==> src/rtl/spi_arb_pkg.sv <==
// Shared types and constants for the two-requester SPI bus arbiter.
package spi_arb_pkg;

    // Arbiter sequencing: wait for work, fire the master, wait for its done.
    typedef enum logic [1:0] {
        IDLE  = 2'd0,
        ISSUE = 2'd1,
        BUSY  = 2'd2
    } arb_state_e;

    // Identifies requester 0 or requester 1.
    typedef logic req_id_t;

    localparam int unsigned NUM_REQ  = 2;
    localparam logic [15:0] TMO_DATA = 16'hFFFF;

    // Round-robin pick: on contention the requester that did not go last wins;
    // a lone pending requester is always picked.
    function automatic req_id_t rr_pick(input logic [1:0] pend, input req_id_t last_owner);
        if (pend == 2'b11) begin
            return req_id_t'(~last_owner);
        end else if (pend[0]) begin
            return req_id_t'(1'b0);
        end else begin
            return req_id_t'(1'b1);
        end
    endfunction

endpackage

==> src/rtl/spi_arb_tmo_cnt.sv <==
// BUSY-cycle watchdog for the SPI arbiter. Counts consecutive cycles with
// busy_i high and flags the cycle in which the TMO_CYCLES-th one is reached.
module spi_arb_tmo_cnt #(
    parameter int unsigned TMO_CYCLES = 1024
) (
    input  logic clk_i,
    input  logic rst_i,
    input  logic busy_i,
    output logic expire_o
);

    localparam int unsigned CW = (TMO_CYCLES < 2) ? 1 : $clog2(TMO_CYCLES + 1);

    logic [CW-1:0] cnt_q;
    logic [CW-1:0] cnt_d;

    // Count while busy, restart from zero whenever the arbiter leaves BUSY.
    always_comb begin
        cnt_d = '0;
        if (busy_i) begin
            cnt_d = cnt_q + 1'b1;
        end
    end

    // Counter register.
    always_ff @(posedge clk_i or posedge rst_i) begin
        if (rst_i) begin
            cnt_q <= '0;
        end else begin
            cnt_q <= cnt_d;
        end
    end

    // cnt_q holds (BUSY cycles so far - 1), so this fires in the last allowed cycle.
    assign expire_o = busy_i && (cnt_q == CW'(TMO_CYCLES - 1));

endmodule

==> src/rtl/spi_bus_arbiter.sv <==
// Two-requester round-robin arbiter in front of a single SPI_mstr16.
// Optional feature macro: SPI_ARB_TIMEOUT_EN (BUSY watchdog, err_tmo flag).
//
// Handshake: req<i> is a one-cycle request carrying cmd<i>; it is accepted
// when requester i has nothing pending or in flight, otherwise it is dropped
// and err_ovr[i] sticks. done<i> is a one-cycle pulse that coincides with the
// new rd_data; the requester may issue its next req in that same cycle.
module spi_bus_arbiter
    import spi_arb_pkg::*;
#(
    parameter int unsigned TMO_CYCLES = 1024
) (
    input  logic        clk,
    input  logic        rst,
    input  logic        req0,
    input  logic        req1,
    input  logic [15:0] cmd0,
    input  logic [15:0] cmd1,
    output logic        done0,
    output logic        done1,
    output logic [15:0] rd_data,
    output logic        mstr_wrt,
    output logic [15:0] mstr_cmd,
    input  logic        mstr_done,
    input  logic [15:0] mstr_rd,
    input  logic        mstr_ss_n,
    output logic        ss0_n,
    output logic        ss1_n,
    output logic [1:0]  err_ovr,
    output logic        err_tmo
);

    arb_state_e  state_q, state_d;
    logic [1:0]  pend_q, pend_d;
    logic [15:0] cmd_q [NUM_REQ];
    logic [15:0] cmd_d [NUM_REQ];
    req_id_t     owner_q, owner_d;
    req_id_t     last_owner_q, last_owner_d;
    logic [15:0] rd_data_q, rd_data_d;
    logic [1:0]  done_q, done_d;
    logic [1:0]  err_ovr_q, err_ovr_d;

    logic [1:0]  req_v;
    logic [15:0] cmd_in [NUM_REQ];
    logic        in_busy;

    assign req_v     = {req1, req0};
    assign cmd_in[0] = cmd0;
    assign cmd_in[1] = cmd1;
    assign in_busy   = (state_q == BUSY);

`ifdef SPI_ARB_TIMEOUT_EN
    logic tmo_expire;
    logic tmo_hit;
    logic err_tmo_q;

    spi_arb_tmo_cnt #(
        .TMO_CYCLES(TMO_CYCLES)
    ) u_tmo_cnt (
        .clk_i   (clk),
        .rst_i   (rst),
        .busy_i  (in_busy),
        .expire_o(tmo_expire)
    );

    // Sticky timeout flag.
    always_ff @(posedge clk or posedge rst) begin
        if (rst) begin
            err_tmo_q <= 1'b0;
        end else begin
            err_tmo_q <= err_tmo_q | tmo_hit;
        end
    end

    assign err_tmo = err_tmo_q;
`else
    // Without the watchdog BUSY waits forever for mstr_done.
    logic [31:0] tmo_cycles_unused;
    logic        in_busy_unused;
    assign tmo_cycles_unused = 32'(TMO_CYCLES);
    assign in_busy_unused    = in_busy;
    assign err_tmo           = 1'b0;
`endif

    // Request capture, arbitration and transfer sequencing.
    always_comb begin
        state_d      = state_q;
        pend_d       = pend_q;
        cmd_d        = cmd_q;
        owner_d      = owner_q;
        last_owner_d = last_owner_q;
        rd_data_d    = rd_data_q;
        done_d       = 2'b00;
        err_ovr_d    = err_ovr_q;
`ifdef SPI_ARB_TIMEOUT_EN
        tmo_hit      = 1'b0;
`endif

        // A requester with work pending or in flight cannot queue a second one.
        for (int i = 0; i < NUM_REQ; i++) begin
            if (req_v[i]) begin
                if (!pend_q[i] && !((state_q != IDLE) && (owner_q == req_id_t'(i)))) begin
                    pend_d[i] = 1'b1;
                    cmd_d[i]  = cmd_in[i];
                end else begin
                    err_ovr_d[i] = 1'b1;
                end
            end
        end

        case (state_q)
            IDLE: begin
                if (|pend_q) begin
                    owner_d         = rr_pick(pend_q, last_owner_q);
                    pend_d[owner_d] = 1'b0;
                    state_d         = ISSUE;
                end
            end
            ISSUE: begin
                state_d = BUSY;
            end
            BUSY: begin
                if (mstr_done) begin
                    rd_data_d       = mstr_rd;
                    done_d[owner_q] = 1'b1;
                    last_owner_d    = owner_q;
                    state_d         = IDLE;
                end
`ifdef SPI_ARB_TIMEOUT_EN
                else if (tmo_expire) begin
                    rd_data_d       = TMO_DATA;
                    done_d[owner_q] = 1'b1;
                    last_owner_d    = owner_q;
                    tmo_hit         = 1'b1;
                    state_d         = IDLE;
                end
`endif
            end
            default: begin
                state_d = IDLE;
            end
        endcase
    end

    // State and datapath registers; reset abandons any transfer silently.
    always_ff @(posedge clk or posedge rst) begin
        if (rst) begin
            state_q      <= IDLE;
            pend_q       <= 2'b00;
            cmd_q[0]     <= 16'h0000;
            cmd_q[1]     <= 16'h0000;
            owner_q      <= 1'b0;
            last_owner_q <= 1'b1;
            rd_data_q    <= 16'h0000;
            done_q       <= 2'b00;
            err_ovr_q    <= 2'b00;
        end else begin
            state_q      <= state_d;
            pend_q       <= pend_d;
            cmd_q[0]     <= cmd_d[0];
            cmd_q[1]     <= cmd_d[1];
            owner_q      <= owner_d;
            last_owner_q <= last_owner_d;
            rd_data_q    <= rd_data_d;
            done_q       <= done_d;
            err_ovr_q    <= err_ovr_d;
        end
    end

    assign done0    = done_q[0];
    assign done1    = done_q[1];
    assign rd_data  = rd_data_q;
    assign err_ovr  = err_ovr_q;
    assign mstr_wrt = (state_q == ISSUE);
    assign mstr_cmd = (state_q == IDLE) ? 16'h0000 : cmd_q[owner_q];

    // Only the owner's slave sees the master's select, and only while a transfer is active.
    assign ss0_n = mstr_ss_n | (owner_q != 1'b0) | (state_q == IDLE);
    assign ss1_n = mstr_ss_n | (owner_q != 1'b1) | (state_q == IDLE);

endmodule

==> config.mk <==
export PLATFORM = sky130hd
export DESIGN_NAME = spi_bus_arbiter
export DESIGN_NICKNAME = d
export VERILOG_FILES = /design/src/rtl/spi_arb_pkg.sv /design/src/rtl/spi_arb_tmo_cnt.sv /design/src/rtl/spi_bus_arbiter.sv
export SDC_FILE = /design/constraint.sdc
export NUM_CORES = 1
export LEC_CHECK = 0
export ABC_AREA = 1
export BUFFER_PORTS_ARGS = -buffer_cell sky130_fd_sc_hd__buf_2
export CAP_MARGIN = 20
export CORE_AREA = 2 2 77 79
export CTS_CLUSTER_SIZE = 10
export DETAILED_ROUTE_END_ITERATION = 8
export DIE_AREA = 0 0 79 81
export PLACE_DENSITY = 0.76
export SYNTH_ARGS = -nofsm -noshare
export SYNTH_HDL_FRONTEND = slang
export SYNTH_SLANG_ARGS = --single-unit
==> constraint.sdc <==
create_clock -name clk -period 2 [get_ports clk]
set_input_delay 0.1 -clock clk [delete_from_list [all_inputs] [get_ports clk]]
set_output_delay 0.1 -clock clk [all_outputs]
set_load 0.02 [all_outputs]
==> reports/metrics.cfg, run 1 <==
[layout]
antenna_cells=0
final_nets=465
n_fill_cell=541
area_growth_pct=29.6
drive_above_1_share_pct=29.1
stdcell_count=491

[clock_tree]
clk_path_buf_depth=2
post_cts.repair.setup_buffers=0
cts_num_sinks=58
clk_latency_ns=0.33
root_buffer=clkbuf_8
clk_pin_slew_worst_paths_ns=0.06
h-tree-depth=3
cts_tree=yes
numCtsBuffers=9

[sta]
max_freq_mhz=533
slew_viol_final=0
tns_ns=0
worst_pin_slew_ns=0.672
setup_viol=0
skew_ns=0.00512
fin_crit_ns=1.87
rsz0062_at_grt=no
hold_ws_ns=0.00850
final-hold-violation-count=0
fin_crit_sh_pct=93.7
slew_headroom_pct=55.1

[critical_path]
crit_type=register to output port
cp.arrival_ns=1.77
end_kind=output port
cp_data_required_time_ns=1.90
ff2ff_path_depth=4
cp-start-kind=register
path_max_fanout=18

[logic_synthesis]
synth_top_area_share_pct=54.5
synth_top_flop_cell=dfrtp_1
synth_cell_types=23
synth-edff-count=0
ys_seq_area_share_pct=55.5
async_flop_share_pct=100
syn_area_um2=2620
avgSynthCellArea_um2=8.29
syn_inst=316
synth_warnings=0
synth_top_area_cell=dfrtp_1
synth_nets=370
synthTopCellsByArea=dfrtp_1 54%, nand2_1 23%, nand4_1 7.6%, nand3_1 3.2%, buf_2 2.1%
ys_seq_elements=58

[place]
dp.cells=467
hpwl_um=4530
port_buffers=92
place.gp.congestion=0.779

[floorplanning]
start_util_pct=46.1
die-area_um2=6400
ios=94
die_y_um=81
chipWidth_um=79
core_um2=5680
rows=28

[global_routing]
grt_max_degree=33
grt_pass1_vias=2357
grt_antenna_before_repair=0
grt_pass1_wl_um=10700
gr-total-overflow=0
grtUsageTotal_pct=21.7

[detailed_routing]
drc=0
drt_iter0_markers=145
drtPass1Iterations=4
vias=2439
wirelength_um=6440
detail-route-antenna-nets=0
vias_per_cell=4.97
wl_per_cell_um=13.1

[worst_hold_path]
hold_path_class=input port to register
worstHoldPathCells=3

[power_and_ir_drop]
powerDensity_nw_per_um2=1640
leakage_nw=1.94
peakVddDrop_mv=0.888

[flow_run]
drv_cap=0

[outcome]
status=finished, final reports clean

critical path: stages (launching register included):
cell and delay, ns:
dfrtp_1 0.49, nor2_1 0.18, nor2_4 0.36, nand2_1 0.16, nand2_1 0.10, buf_2 0.16
stage by stage:
stage / instance area [um2] / total power [mW] / util (%) / worst slack, ns
after detailed placement: 3110 / 4.52 / 54.8 / 0.278
after CTS: 3390 / 5.61 / 59.8 / 0.109
final: 3390 / 5.58 / 59.8 / 0.125
after floorplan: 2620 / 3.79 / - / 0.474
after global placement: 3110 / 4.45 / 54.8 / 0.279
after global routing: 3390 / 6.02 / 59.8 / 0.0133
layer usage:
metal	GRT usage (%)	vias up	part of all wire, %
met5	0	-	0
met4	8.45	0	1.7
met3	3.78	9	6.4
met2	38.8	90	50
met1	26.3	1131	42
li1	-	1209	-
synth_stat cells (2+ instances only):
cell type	count
dfrtp_1	57
buf_2	11
o21ai_0	5
nor2_1	4
nor2_4	2
clkbuf_1	5
nand3_1	17
inv_1	9
nand4_1	32
nand2_1	159
buf_4	3
what timing repair did:
item	in CTS	in global routing
gates resized for setup	1	0
setup endpoints to repair	6	0
hold endpoints to repair	37	0
hold buffers	8	0
placed cells by master, fill, tap and decap left out, types with 2 or more instances in the layout:
master,count
buf_2,92
buf_4,3
clkbuf_8,14
dfrtp_1,57
dlygate4sd3_1,8
inv_1,8
inv_2,2
nand2_1,159
nand3_1,17
nand4_1,32
nor2_1,4
nor2_4,3
o21ai_0,5
final timing paths:
path,startpoint,endpoint,slack [ns]
max in group asynchronous,rst,cmd_q[13]$_DFFE_PP0P_,1.00
worst min-delay path,mstr_rd[13],rd_data[13]$_DFFE_PP0P_,0.009
worst max register to register,state_q[0]$_DFFE_PP0P_,cmd_q[18]$_DFFE_PP0P_,0.31
worst max-delay path,state_q[0]$_DFFE_PP0P_,mstr_cmd[8],0.13
worst min register to register,rd_data[13]$_DFFE_PP0P_,rd_data[13]$_DFFE_PP0P_,0.46
min in group asynchronous,rst,cmd_q[18]$_DFFE_PP0P_,0.42
flip-flops by register name, summed over array words and instances (netlist names):
signal,flops
owner_q,1
pend_q,2
err_ovr,2
last_owner_q,1
done_q,2
rd_data,16
cmd_q,32
state_q,2
where the power goes:
group | switching [mW] | internal (mW) | total [mW]
Sequential | 0.347 | 1.71 | 2.05
Clock | 0.428 | 0.618 | 1.05
Combinational | 1.70 | 0.781 | 2.48
Total | 2.47 | 3.11 | 5.58
final cells by class:
cell class | count | area [um2] | share of cell area (%)
inverter | 11 | 41.3 | 1.22
clock inverter | 1 | 5.00 | 0.147
sequential | 58 | 1450 | 42.8
multi-input combinational | 227 | 1020 | 30.1
timing repair buffer | 104 | 583 | 17.2
clock buffer | 15 | 196 | 5.79
tap | 75 | 93.8 | 2.76
cell families after synthesis:
family	after synthesis	synth area share [%]
AND/OR/NAND/NOR	217	36.4
other	1	0.143
flip-flops	58	55.5
AO/OA/AOI/OAI	9	2.29
buffers and inverters	31	5.69
No activity file was read; power rests on OpenSTA's default activity.
==> run 2: changes to the inputs <==
--- a/config.mk
+++ b/config.mk
@@ -13,6 +13,7 @@
 export DETAILED_ROUTE_END_ITERATION = 8
 export DIE_AREA = 0 0 79 81
 export PLACE_DENSITY = 0.76
+export RECOVER_POWER = 100
 export SYNTH_ARGS = -nofsm -noshare
 export SYNTH_HDL_FRONTEND = slang
 export SYNTH_SLANG_ARGS = --single-unit
==> run 2 against run 1 <==
Sequential cell count unchanged. Largest cell class unchanged. Critical endpoint unchanged. Largest power group unchanged. Via count rose by 1.1%. Non-clock buffer count is the same. Critical path depth unchanged. Die area did not move. Sequential power about the same. Count of clock-buffer cells in the layout unchanged. Fmax is 0.54% higher. Global-route usage did not move. First-iteration DRC count up 19%.
==> reports/metrics.cfg, run 2 (synthesized netlist as in run 1, its figures left out) <==
[layout]
regMostFlops=cmd_q
antenna_cells=0  ; unchanged
layout_common_cells=159 x nand2_1, 57 x dfrtp_1, 54 x buf_2, 32 x nand4_1, 26 x clkbuf_1
area_growth_pct=27.1
layout_commonest_cell=nand2_1
largest_reg_flops=32  ; unchanged
design_area_um2=3330  ; -1.9%
drive_above_1_share_pct=21.9  ; -7.2 points
stdcell_count=491  ; unchanged
final_nets=465  ; unchanged

[detailed_routing]
detail-route-antenna-nets=0  ; unchanged
drc=0  ; unchanged
drtPass1Iterations=4  ; unchanged
wl_per_cell_um=13.2  ; +0.50%
wirelength_um=6480  ; +0.50%
vias=2466  ; +1.1%
drt_iter0_markers=173  ; +19%
vias_per_cell=5.02  ; +1.1%

[global_routing]
grt_pass1_wl_um=10700  ; unchanged
use_met1_pct=26.3  ; unchanged
gr-usage-met2_pct=38.8  ; unchanged
met3_usage_pct=3.78  ; unchanged
grtUsageTotal_pct=21.7  ; unchanged
gr-total-overflow=0  ; unchanged
busiest_layer=met2
grt_pass1_vias=2357  ; unchanged
grt_max_degree=33  ; unchanged
grt_antenna_before_repair=0  ; unchanged

[floorplanning]
die-area_um2=6400  ; unchanged
ios=94  ; unchanged
start_util_pct=46.1  ; unchanged
chipWidth_um=79  ; unchanged
die_y_um=81  ; unchanged
core_um2=5680  ; unchanged
rows=28  ; unchanged

[critical_path]
cp.depth=5  ; unchanged
crit_top_cell=nand2_1
cp_top_family=simple AND/OR/NAND/NOR gates
cp_cell_sequence=inv_1 > nor2_4 > nand2_1 > nand2_1 > clkbuf_2
r2r_slack_ns=0.26  ; -0.05 ns
cp.arrival_ns=1.76  ; about the same
ff2ff_path_depth=4  ; unchanged
r2r_start=state_q[1]$_DFFE_PP0P_
crit_type=register to output port
cp_slowest_cell=dfrtp_1
r2r_end=cmd_q[18]$_DFFE_PP0P_
worst-path-buf-inv=2  ; +1
end_kind=output port
path_max_fanout=18  ; unchanged
cp_data_required_time_ns=1.90  ; about the same
cp-start-kind=register
max_stage_delay_ns=0.46  ; -0.03 ns

[sta]
slew_headroom_pct=18.6  ; -37 points
fin_crit_ns=1.86  ; -0.0100 ns
tns_ns=0  ; unchanged
rsz0062_at_grt=no
skew_ns=0.00485  ; -0.000273 ns
max_freq_mhz=536  ; +0.54%
setup_viol=0  ; unchanged
fin_crit_sh_pct=93.2  ; -0.50 points
worst_pin_slew_ns=1.22  ; +0.548 ns
slew_viol_final=0  ; unchanged
final-hold-violation-count=0  ; unchanged
finalWorstSetupSlack_ns=0.135  ; +0.0100 ns

[place]
port_buffers=92  ; unchanged
pre_cts_ws_ns=0.278  ; unchanged
hpwl_um=4530  ; unchanged
place_area_um2=3110  ; unchanged
dp.cells=467  ; unchanged
place.gp.congestion=0.779  ; unchanged

[clock_tree]
clk_pin_slew_worst_paths_ns=0.06  ; about the same
post_cts.repair.setup_buffers=0  ; unchanged
cts_tree=yes
clk_path_buf_depth=2  ; unchanged
cts_num_sinks=58  ; unchanged
root_buffer=clkbuf_8
numCtsBuffers=9  ; unchanged
clk_latency_ns=0.32  ; about the same
h-tree-depth=3  ; unchanged

[worst_hold_path]
hp-start=mstr_rd[13]
worstHoldPathCells=3  ; unchanged
hold_path_class=input port to register
min_to=rd_data[13]$_DFFE_PP0P_

[power_and_ir_drop]
leakage_nw=1.85  ; -4.6%
powerDensity_nw_per_um2=1640  ; about the same
peakVddDrop_mv=0.849  ; -4.4%
finalPower_mw=5.47  ; -2.0%

[flow_run]
drv_cap=0  ; unchanged

[outcome]
status=finished, final reports clean

## run 2: layout make-up
class,instances,area (um2)
Fill cell,557,2350
Sequential cell,58,1450
Multi-Input combinational cell,227,991
Timing Repair Buffer,104,549
Clock buffer,15,196
Tap cell,75,93.8
Inverter,11,41.3
Clock inverter,1,5.00
## run 2: worst reg2reg max path, delay by kind of cell (launching register included)
| family | cells | cell delay [ns] |
|---|---|---|
| compound gates | 1 | 0.54 |
| flops | 1 | 0.41 |
| simple gates | 3 | 0.68 |
## run 2: power breakdown
group / switching (mW) / internal (mW) / total, mW
sequential: 0.329 / 1.71 / 2.04
clock: 0.423 / 0.618 / 1.04
combinational: 1.69 / 0.695 / 2.39
## run 2: metrics by stage
step	hold WS, ns	util (%)
after floorplan	0.245	-
after global placement	0.240	54.8
after detailed placement	0.243	54.8
after CTS	0.00125	59.8
after global routing	0.00865	58.7
final	0.00970	58.7
## run 2: repair_timing
item | CTS | global route
hold buffers | 8 | 0
gates resized for setup | 1 | 0
hold endpoints to repair | 37 | 0
endpoints found under the setup margin | 6 | 0
## run 2: layer usage
layer / up-vias / routed length [um] / part of all wire, %
met5: - / 0 / 0
met4: 0 / 112 / 1.7
met3: 9 / 410 / 6.3
met2: 98 / 3220 / 50
met1: 1151 / 2730 / 42
li1: 1208 / - / -
## run 2: worst max path at each step
stage	startpoint	end	slack (ns)
floorplan	rst	cmd_q[0]$_DFFE_PP0P_	0.47
global placement	state_q[0]$_DFFE_PP0P_	mstr_cmd[2]	0.28
detailed placement	state_q[0]$_DFFE_PP0P_	mstr_cmd[2]	0.28
CTS	state_q[0]$_DFFE_PP0P_	mstr_cmd[8]	0.11
global route	owner_q$_DFFE_PP0P_	mstr_cmd[11]	0.03
finish	owner_q$_DFFE_PP0P_	mstr_cmd[8]	0.14
